<file path="src/rtl/decode_stage_ctrl_pkg.sv">
// Shared decode types: decoded-instruction record, queue entry, stage state
// and the serializing-instruction classifier.
package C;

  localparam int XLEN = 32;

  typedef enum logic [4:0] {
    OP_ILLEGAL, OP_LUI, OP_AUIPC, OP_JAL, OP_JALR, OP_BRANCH, OP_LOAD,
    OP_STORE, OP_ALUI, OP_ALU, OP_FENCE, OP_FENCE_I, OP_ECALL, OP_EBREAK,
    OP_MRET, OP_SRET, OP_WFI, OP_SFENCE_VMA, OP_CSR
  } op_t;

  typedef struct packed {
    logic            valid;
    logic [XLEN-1:0] pc;
    op_t             op;
    logic [2:0]      funct3;
    logic [4:0]      rd;
    logic [4:0]      rs1;
    logic [4:0]      rs2;
    logic            rd_valid;
    logic            rs1_valid;
    logic            rs2_valid;
    logic [XLEN-1:0] imm;
  } si_t;

  typedef enum logic {DS_RUN, DS_SERIALIZE} decode_state_t;

  typedef struct packed {
    si_t  si;
    logic fault;
  } dq_entry_t;

  function automatic logic is_serializing(input si_t si);
    case (si.op)
      OP_ECALL, OP_EBREAK, OP_MRET, OP_SRET, OP_WFI, OP_FENCE_I, OP_SFENCE_VMA:
        return 1'b1;
      default:
        return 1'b0;
    endcase
  endfunction

  function automatic logic [XLEN-1:0] sext32(input logic [31:0] v);
    return XLEN'($signed(v));
  endfunction

endpackage

</file>
<file path="src/rtl/decode_queue.sv">
// In-order FIFO of decoded entries; head is readable the cycle after push.
module decode_queue
  import C::*;
#(
  parameter int DEPTH = 2
) (
  input  logic                   clk_i,
  input  logic                   rst_i,
  input  logic                   flush_i,
  input  logic                   push_i,
  input  logic                   pop_i,
  input  dq_entry_t              din_i,
  output dq_entry_t              head_o,
  output logic [$clog2(DEPTH):0] count_o
);

  localparam int AW = $clog2(DEPTH);

  dq_entry_t     mem_q [DEPTH];
  logic [AW-1:0] wr_ptr_q, wr_ptr_d, rd_ptr_q, rd_ptr_d;
  logic [AW:0]   count_q, count_d;

  always_comb begin
    wr_ptr_d = wr_ptr_q;
    rd_ptr_d = rd_ptr_q;
    count_d  = count_q;
    if (flush_i) begin
      wr_ptr_d = '0;
      rd_ptr_d = '0;
      count_d  = '0;
    end else begin
      if (push_i) wr_ptr_d = wr_ptr_q + AW'(1);
      if (pop_i)  rd_ptr_d = rd_ptr_q + AW'(1);
      count_d = count_q + {{AW{1'b0}}, push_i} - {{AW{1'b0}}, pop_i};
    end
  end

  always_ff @(posedge clk_i) begin
    if (rst_i) begin
      wr_ptr_q <= '0;
      rd_ptr_q <= '0;
      count_q  <= '0;
    end else begin
      wr_ptr_q <= wr_ptr_d;
      rd_ptr_q <= rd_ptr_d;
      count_q  <= count_d;
    end
  end

  always_ff @(posedge clk_i) begin
    if (push_i && !flush_i) mem_q[wr_ptr_q] <= din_i;
  end

  // Storage is never cleared, so an empty queue presents zeros
  assign head_o  = (count_q != '0) ? mem_q[rd_ptr_q] : '0;
  assign count_o = count_q;

endmodule

</file>
<file path="src/rtl/static_decoder.sv">
// Purely combinational RV32I/privileged decoder; si_o.valid=0 flags an
// illegal encoding.
module static_decoder
  import C::*;
(
  input  logic [XLEN-1:0] pc_i,
  input  logic [31:0]     instr_i,
  output si_t             si_o
);

  logic [6:0]      opcode;
  logic [2:0]      f3;
  logic [6:0]      f7;
  logic            wr;
  logic [XLEN-1:0] imm_i, imm_s, imm_b, imm_u, imm_j;

  assign opcode = instr_i[6:0];
  assign f3     = instr_i[14:12];
  assign f7     = instr_i[31:25];
  assign wr     = (instr_i[11:7] != 5'd0);
  assign imm_i  = sext32({{20{instr_i[31]}}, instr_i[31:20]});
  assign imm_s  = sext32({{20{instr_i[31]}}, instr_i[31:25], instr_i[11:7]});
  assign imm_b  = sext32({{20{instr_i[31]}}, instr_i[7], instr_i[30:25], instr_i[11:8], 1'b0});
  assign imm_u  = sext32({instr_i[31:12], 12'h000});
  assign imm_j  = sext32({{12{instr_i[31]}}, instr_i[19:12], instr_i[20], instr_i[30:21], 1'b0});

  always_comb begin
    si_o        = '0;
    si_o.pc     = pc_i;
    si_o.funct3 = f3;
    si_o.rd     = instr_i[11:7];
    si_o.rs1    = instr_i[19:15];
    si_o.rs2    = instr_i[24:20];
    case (opcode)
      7'h37, 7'h17: begin
        si_o.valid    = 1'b1;
        si_o.op       = (opcode == 7'h37) ? OP_LUI : OP_AUIPC;
        si_o.rd_valid = wr;
        si_o.imm      = imm_u;
      end
      7'h6f: begin
        si_o.valid    = 1'b1;
        si_o.op       = OP_JAL;
        si_o.rd_valid = wr;
        si_o.imm      = imm_j;
      end
      7'h67: if (f3 == 3'd0) begin
        si_o.valid     = 1'b1;
        si_o.op        = OP_JALR;
        si_o.rd_valid  = wr;
        si_o.rs1_valid = 1'b1;
        si_o.imm       = imm_i;
      end
      7'h63: if (f3 != 3'd2 && f3 != 3'd3) begin
        si_o.valid     = 1'b1;
        si_o.op        = OP_BRANCH;
        si_o.rs1_valid = 1'b1;
        si_o.rs2_valid = 1'b1;
        si_o.imm       = imm_b;
      end
      7'h03: if (f3 != 3'd3 && f3 != 3'd6 && f3 != 3'd7) begin
        si_o.valid     = 1'b1;
        si_o.op        = OP_LOAD;
        si_o.rd_valid  = wr;
        si_o.rs1_valid = 1'b1;
        si_o.imm       = imm_i;
      end
      7'h23: if (f3 <= 3'd2) begin
        si_o.valid     = 1'b1;
        si_o.op        = OP_STORE;
        si_o.rs1_valid = 1'b1;
        si_o.rs2_valid = 1'b1;
        si_o.imm       = imm_s;
      end
      7'h13: if ((f3 != 3'd1 && f3 != 3'd5) || f7 == 7'h00 || (f3 == 3'd5 && f7 == 7'h20)) begin
        si_o.valid     = 1'b1;
        si_o.op        = OP_ALUI;
        si_o.rd_valid  = wr;
        si_o.rs1_valid = 1'b1;
        si_o.imm       = imm_i;
      end
      7'h33: if (f7 == 7'h00 || (f7 == 7'h20 && (f3 == 3'd0 || f3 == 3'd5))) begin
        si_o.valid     = 1'b1;
        si_o.op        = OP_ALU;
        si_o.rd_valid  = wr;
        si_o.rs1_valid = 1'b1;
        si_o.rs2_valid = 1'b1;
      end
      7'h0f: if (f3 <= 3'd1) begin
        si_o.valid = 1'b1;
        si_o.op    = (f3 == 3'd0) ? OP_FENCE : OP_FENCE_I;
      end
      7'h73: begin
        if (f3 == 3'd0) begin
          si_o.valid = 1'b1;
          case (instr_i)
            32'h0000_0073: si_o.op = OP_ECALL;
            32'h0010_0073: si_o.op = OP_EBREAK;
            32'h3020_0073: si_o.op = OP_MRET;
            32'h1020_0073: si_o.op = OP_SRET;
            32'h1050_0073: si_o.op = OP_WFI;
            default: begin
              if (f7 == 7'b0001001 && !wr) begin
                si_o.op        = OP_SFENCE_VMA;
                si_o.rs1_valid = 1'b1;
                si_o.rs2_valid = 1'b1;
              end else begin
                si_o.valid = 1'b0;
              end
            end
          endcase
        end else if (f3 != 3'd4) begin
          // CSR address travels in imm; the immediate forms carry uimm in rs1
          si_o.valid     = 1'b1;
          si_o.op        = OP_CSR;
          si_o.rd_valid  = wr;
          si_o.rs1_valid = !f3[2];
          si_o.imm       = XLEN'(instr_i[31:20]);
        end
      end
      default: ;
    endcase
  end

endmodule

</file>
<file path="src/rtl/decode_stage_ctrl.sv">
// Decode stage: decodes fetch words, queues them for dispatch and blocks
// intake behind serializing instructions. DECODE_STAGE_STATS_EN adds counters.
module decode_stage_ctrl
  import C::*;
#(
  parameter int DEPTH = 2
) (
  input  logic            clk_i,
  input  logic            rst_i,
  input  logic            fetch_valid_i,
  output logic            fetch_ready_o,
  input  logic [XLEN-1:0] fetch_pc_i,
  input  logic [31:0]     fetch_data_i,
  input  logic            fetch_fault_i,
  output logic            si_valid_o,
  input  logic            si_ready_i,
  output si_t             si_o,
  output logic            si_fault_o,
  input  logic            flush_i,
  input  logic            resume_i,
  output logic            busy_o
`ifdef DECODE_STAGE_STATS_EN
  ,
  output logic [63:0]     stat_decoded_o,
  output logic [63:0]     stat_illegal_o,
  output logic [63:0]     stat_stall_o
`endif
);

  localparam int CW = $clog2(DEPTH) + 1;

  decode_state_t state_q, state_d;
  si_t           dec_si;
  dq_entry_t     entry_in, head;
  logic [CW-1:0] count;
  logic          push, pop, serializing;

  static_decoder u_dec (
    .pc_i    (fetch_pc_i),
    .instr_i (fetch_data_i),
    .si_o    (dec_si)
  );

  assign fetch_ready_o = (state_q == DS_RUN) && (count < CW'(DEPTH)) && !flush_i;
  assign push          = fetch_valid_i && fetch_ready_o;
  assign si_valid_o    = (count != '0);
  assign pop           = si_valid_o && si_ready_i && !flush_i;
  assign serializing   = is_serializing(dec_si) || !dec_si.valid || fetch_fault_i;

  always_comb begin
    entry_in.si    = dec_si;
    entry_in.fault = fetch_fault_i;
    if (fetch_fault_i) entry_in.si.valid = 1'b0;
  end

  decode_queue #(.DEPTH(DEPTH)) u_queue (
    .clk_i   (clk_i),
    .rst_i   (rst_i),
    .flush_i (flush_i),
    .push_i  (push),
    .pop_i   (pop),
    .din_i   (entry_in),
    .head_o  (head),
    .count_o (count)
  );

  // Flush outranks resume; intake only happens in RUN so no further overlap
  always_comb begin
    state_d = state_q;
    if (flush_i) begin
      state_d = DS_RUN;
    end else if (state_q == DS_SERIALIZE) begin
      if (resume_i) state_d = DS_RUN;
    end else if (push && serializing) begin
      state_d = DS_SERIALIZE;
    end
  end

  always_ff @(posedge clk_i) begin
    if (rst_i) state_q <= DS_RUN;
    else       state_q <= state_d;
  end

  assign si_o       = head.si;
  assign si_fault_o = head.fault;
  assign busy_o     = (count != '0) || (state_q != DS_RUN);

`ifdef DECODE_STAGE_STATS_EN
  logic [63:0] stat_decoded_q, stat_decoded_d;
  logic [63:0] stat_illegal_q, stat_illegal_d;
  logic [63:0] stat_stall_q, stat_stall_d;

  always_comb begin
    stat_decoded_d = stat_decoded_q + 64'(push);
    stat_illegal_d = stat_illegal_q + 64'(push && !dec_si.valid && !fetch_fault_i);
    stat_stall_d   = stat_stall_q + 64'(fetch_valid_i && !fetch_ready_o);
  end

  always_ff @(posedge clk_i) begin
    if (rst_i) begin
      stat_decoded_q <= '0;
      stat_illegal_q <= '0;
      stat_stall_q   <= '0;
    end else begin
      stat_decoded_q <= stat_decoded_d;
      stat_illegal_q <= stat_illegal_d;
      stat_stall_q   <= stat_stall_d;
    end
  end

  assign stat_decoded_o = stat_decoded_q;
  assign stat_illegal_o = stat_illegal_q;
  assign stat_stall_o   = stat_stall_q;
`endif

endmodule

</file>
<file path="config.mk">
export PLATFORM = sky130hd
export DESIGN_NAME = decode_stage_ctrl
export DESIGN_NICKNAME = d
export VERILOG_FILES = /design/src/rtl/decode_stage_ctrl_pkg.sv /design/src/rtl/decode_queue.sv /design/src/rtl/static_decoder.sv /design/src/rtl/decode_stage_ctrl.sv
export SDC_FILE = /design/constraint.sdc
export NUM_CORES = 1
export LEC_CHECK = 0
export CELL_PAD_IN_SITES_DETAIL_PLACEMENT = 1
export CELL_PAD_IN_SITES_GLOBAL_PLACEMENT = 2
export CORE_UTILIZATION = 35
export CTS_CLUSTER_SIZE = 20
export DETAILED_ROUTE_END_ITERATION = 10
export GPL_TIMING_DRIVEN = 0
export PLACE_DENSITY_LB_ADDON = 0.1
export SYNTH_ARGS = -nofsm -noshare
export SYNTH_HDL_FRONTEND = slang
export SYNTH_SLANG_ARGS = --single-unit
</file>
<file path="constraint.sdc">
create_clock -name clk_i -period 8.15 [get_ports clk_i]
set_input_delay 1.63 -clock clk_i [delete_from_list [all_inputs] [get_ports clk_i]]
set_output_delay 1.63 -clock clk_i [all_outputs]
set_load 0.02 [all_outputs]
</file>
Word-level counts from Yosys, hierarchy flattened --
Memory sizes are Yosys's and may differ from the RTL's. A register that Yosys moved wholly into a read port is not among the register bits. Cells that the tools add are included.
Storage, ports and cells: flip-flop bits (word level) 5, memories 1, word-level logic and storage cells 137, bits in writable memories 184
Memories:
- u_queue.mem_q | words 2, width 92, rd ports 1, clocked after Yosys merged registers in 1, write ports 1, line decode_queue.sv:19 | dq_entry_t mem_q [DEPTH];
Operators by class: reductions and logical operators 34, bitwise gates (word level) 1, magnitude comparators 3, equality and inequality tests 33, mux-type cells 57, add/subtract/negate cells 4
Operators by type and width (number):
- 32-bit case mux with 8 select lines | 1
- 32-bit two-way mux | 4
- 92-bit two-way mux | 1
- 34-bit two-way mux | 2
- 32-bit by 29-bit == test with 1-bit output (second input constant) | 2
- 5-bit case mux with 10 select lines | 1
- 32-bit by 21-bit == test with 1-bit output (second input constant) | 1
- 32-bit by 30-bit == test with 1-bit output (second input constant) | 1
- 32-bit by 7-bit == test with 1-bit output (second input constant) | 1
- 7-bit by 6-bit == test with 1-bit output (second input constant) | 4
- 7-bit == test (second input constant) | 4
- 5-bit by 4-bit == test with 1-bit output (second input constant) | 5
- 5-bit case mux with 5 select lines | 1
- 1-bit two-way mux | 24
- 5-bit two-way mux | 4
- 3-bit two-way mux | 5
- 7-bit by 4-bit == test with 1-bit output (second input constant) | 2
- 7-bit by 5-bit == test with 1-bit output (second input constant) | 2
- 1-bit logical AND | 14
- 2-bit two-way mux | 7
- 12-bit two-way mux | 1
- 3-bit inequality test (second input constant) | 4
- 5-bit == test (second input constant) | 2
- 1-bit case mux with 9 select lines | 1
- 25 further kinds | 38

Longest topological paths before layout --
depth in word-level cells 15, gate-level depth with buffers 10, gate-level depth less buffers 10

Cells and area by module --
From an unflattened synthesis, not the netlist that was laid out.
Second synthesis, totals: cells, all modules 638, area, all modules 8735.9 µm²
By module, submodules not included:
- decode_queue | area an instance 7239.4 µm², instances 1, sequential area each 5625.4 µm², cells each 408
- static_decoder | area an instance 1377.6 µm², instances 1, sequential area each 0.0 µm², cells each 215
- decode_stage_ctrl | area an instance 118.9 µm², instances 1, sequential area each 20.0 µm², cells each 15

Least setup slack after synthesis --
OpenSTA, ideal clock, no wires.
path type input port to flip-flop, start in flush_i, end mem u_queue.mem_q[0][0] (netlist name) (enable), setup slack 1.010 ns, stages 3, buffers on the path 0, setup time 0.554 ns, arrival 6.586 ns, cells stage by stage nor3_1 and2_0 nor2b_1
Between the ends: longest elaborated chain between the ends 6
RTL lines:
- from (decl) | line decode_stage_ctrl.sv:19 | input logic flush_i,
- 1-bit zero test | line decode_stage_ctrl.sv:44 | assign fetch_ready_o = (state_q == DS_RUN) && (count < CW'(DEPTH)) && !flush_i;
- 1-bit logical AND | line decode_stage_ctrl.sv:44
- 1-bit logical AND | line decode_stage_ctrl.sv:45 | assign push = fetch_valid_i && fetch_ready_o;
- named net push | line decode_stage_ctrl.sv:36 | logic push, pop, serializing;
- 1-bit logical AND | line decode_queue.sv:51 | if (push_i && !flush_i) mem_q[wr_ptr_q] <= din_i;
- 1-bit two-way mux | line decode_queue.sv:51
- 1-bit two-way mux (implied by the code) | line decode_queue.sv:51
- to (decl) | line decode_queue.sv:19
The timed path passes the listed nets, and every way through them passes these cells.

Worst setup path in the final report --
start in flush_i, end out fetch_ready_o
Between the ends: longest elaborated chain between the ends 2
RTL lines:
- 1-bit zero test | line decode_stage_ctrl.sv:44
- 1-bit logical AND | line decode_stage_ctrl.sv:44
- to (decl) | line decode_stage_ctrl.sv:11 | output logic fetch_ready_o,
No other way between the ends.

==> metrics.txt <==
worst-skew pair later-pin latency 0.44 ns; Psw about 500 µW; # DRC 0; Syn. warnings 0; clock share of power a little under two fifths; worst path arrival time around 3.2 ns; R2R Path End u_queue.mem_q[0][13]$_DFFE_PP_; Worst Skew 0.00803 ns; first-pass GRT wire length roughly 33000 µm; Worst VDD drop between 0.0001 and 0.00015 V; Final Hold Fails 0; Die Area roughly 24000 µm²; Final Cell Area roughly 11000 µm²; drt total wl 21300 µm; Placer Congestion slightly above 0.8; P_int 1.58 mW; fin crit period around 4.9 ns; average size of a mapped cell around 14 µm²; core footprint 22800 µm²; Syn Nets 662; CP endpoint kind output pin; WP data required approximately 6.5 ns; Pre-antenna DRT Iters 4; number of global-route vias before repair around 5800; R2R Setup Slk about 5.6 ns; Final HPWL DP between 15000 and 20000 µm; I/O pins 166; # clock sinks 190; count leader, synth edfxtp_1; Via Count approximately 5400; placed instance area about 10000 µm²; Synth area leaders edfxtp_1, mux2i_1, nor2_1, dfxtp_1, clkbuf_1; R2R cell count 5; kind of critical path in2out; Hold Crit Class reg2reg; hold depth 2; antenna violations before repair 0; H-tree depth 4; grt ovf 0; DR WL/cell 19.3 µm; root buffer cell clkbuf_16; vias per cell slightly below 5; Synth top cells by count edfxtp_1, nor2_1, mux2i_1; crit-path max FO 7; CTS resizes 0; ant diodes 0; number of enable flip-flop cells after synthesis between 150 and 200; Max Root-Sink Buffers 2; Seq pwr share a little over half; width of the die approximately 150 µm; DR iter-0 viols 274; Worst-path clk slew around 0.07 ns; Pwr Total about 2.1 mW; Gate power share 9.2%; Reg-to-Reg Start u_queue.count_o[1]$_SDFF_PP0_; Setup violations, final 0; worst hold start u_queue.rd_ptr_q$_SDFFE_PP0P_; RSZ-0062 raised after global routing no; area share of the largest cell type after synthesis 67.5%; Worst Max-Slew Pin Slew between 1 and 1.5 ns; total track usage a little under a fifth; Post-synth ARST share 0%; Post-layout nets between 800 and 900; run status completed; hold_buf cts 0; Slew Limit Fails 0; Mapped Area 8190 µm²; Die H around 150 µm; Period Utilization, post-route roughly 60%; layout cells sized above 1 6.09%; Yosys top cell by area edfxtp_1; Post-Synthesis Cells about 600; number of port buffers between 150 and 200; startpoint type of the worst setup path input pin; row count between 50 and 60; switching share of power 23.8%; FMAX slightly above 200 MHz; Syn-to-layout area delta 32.9%; Slew HR 25.0%; Initial Utilization between 30 and 40%; pwr/cell area approximately 190 nW/µm²; max-cap viol count 0; CTS buffer count 17; hold path endpoint u_queue.rd_ptr_q$_SDFFE_PP0P_; CTS tree yes; post-synthesis cell type count 52; sequential-to-total area share from yosys stat 68.9%; post-route antenna net violation count 0; Post-CTS Setup Inserts 0; Filler cells roughly 2300; leakage power between 3 and 4 nW; flops & latches, synth between 150 and 200; largest net degree at the start of global routing 60; Post-synth top flop edfxtp_1
## cell type report
class / count / area, µm² / share of cell area, %
inverter: 8 / 30.0 / 0.276
buffer: 33 / 150 / 1.38
timing repair buffer: 168 / 1740 / 16.0
clock inverter: 14 / 128 / 1.17
clock buffer: 17 / 425 / 3.91
sequential: 190 / 5650 / 51.9
tap: 313 / 392 / 3.60
multi-input combinational: 358 / 2380 / 21.8
## sequential cells by signal, indices dropped and copies added, names as in the netlist, named ones only
name / cells
u_queue.count_o: 2
state_q: 1
u_queue.rd_ptr_q: 1
u_queue.mem_q: 184
u_queue.wr_ptr_q: 1
## layer usage
layer  wire length [µm]  part of all wire [%]  GRT usage [%]
met2              10600                    50           31.5
met5                  0                     0              0
met3                907                   4.3           3.23
met4                242                   1.1           5.42
met1               9530                    45           23.8
## through the flow
stage	instances	setup TNS [ns]	utilization (%)	setup slack [ns]	hold slack, ns
after global placement	1066	-167.20	44.9	-1.83	0.544
after floorplan	589	0	-	1.01	0.520
after CTS	1101	0	47.8	3.28	0.576
after detailed placement	1070	0	45.4	3.28	0.555
after global routing	1101	0	47.8	3.19	0.614
final	1101	0	47.8	3.29	0.567
## critical path, stage by stage
cell,delay [ns]
clkdlybuf4s50_1,0.53
nor3_1,0.38
clkdlybuf4s50_1,0.69
## power by group through the flow
stage	sequential, mW	combinational [mW]	clock, mW
final	1.10	0.191	0.782
after global routing	1.10	0.206	0.836
after CTS	1.10	0.194	0.804
after detailed placement	1.12	0.193	0
after global placement	1.13	0.184	0
after floorplan	1.13	0.0841	0
## layout by cell type (no fill, tap or decap), drive strengths merged, types with 6 or more instances in the layout
master | netlist | routed
edfxtp | 184 | 184
clkdlybuf4s50 | 0 | 164
nor2 | 112 | 112
mux2i | 92 | 92
clkbuf | 27 | 44
nand2 | 23 | 23
inv | 8 | 15
a21o | 11 | 11
o21ai | 11 | 11
nor2b | 11 | 11
nor3 | 10 | 10
buf | 6 | 10
nand4 | 6 | 6
a21oi | 6 | 6
dfxtp | 6 | 6
nand3 | 6 | 6
## cell families (layout without fill, tap and decap cells)
kind of cell	Yosys count	count (layout)	share of synthesized area [%]
xor gates and xnor gates	5	5	0.535
DFF	190	190	68.9
adders and majority gates	2	2	0.305
and+or+nand+nor	201	201	11.6
muxes	92	92	11.2
AOI/OAI and AO/OA	58	58	5.21
buffers and inverters	41	240	2.20
## worst max path at each step
stage	from	end	slack (ns)	cells after the start
after CTS	flush_i	fetch_ready_o	3.28	3
after floorplan	flush_i	u_queue.mem_q[0][0]$_DFFE_PP_	1.01	3
after global placement	flush_i	u_queue.mem_q[0][35]$_DFFE_PP_	-1.83	4
after detailed placement	flush_i	fetch_ready_o	3.28	3
final	flush_i	fetch_ready_o	3.29	3
after global routing	flush_i	fetch_ready_o	3.19	3
(Power assumes the default switching activity.)
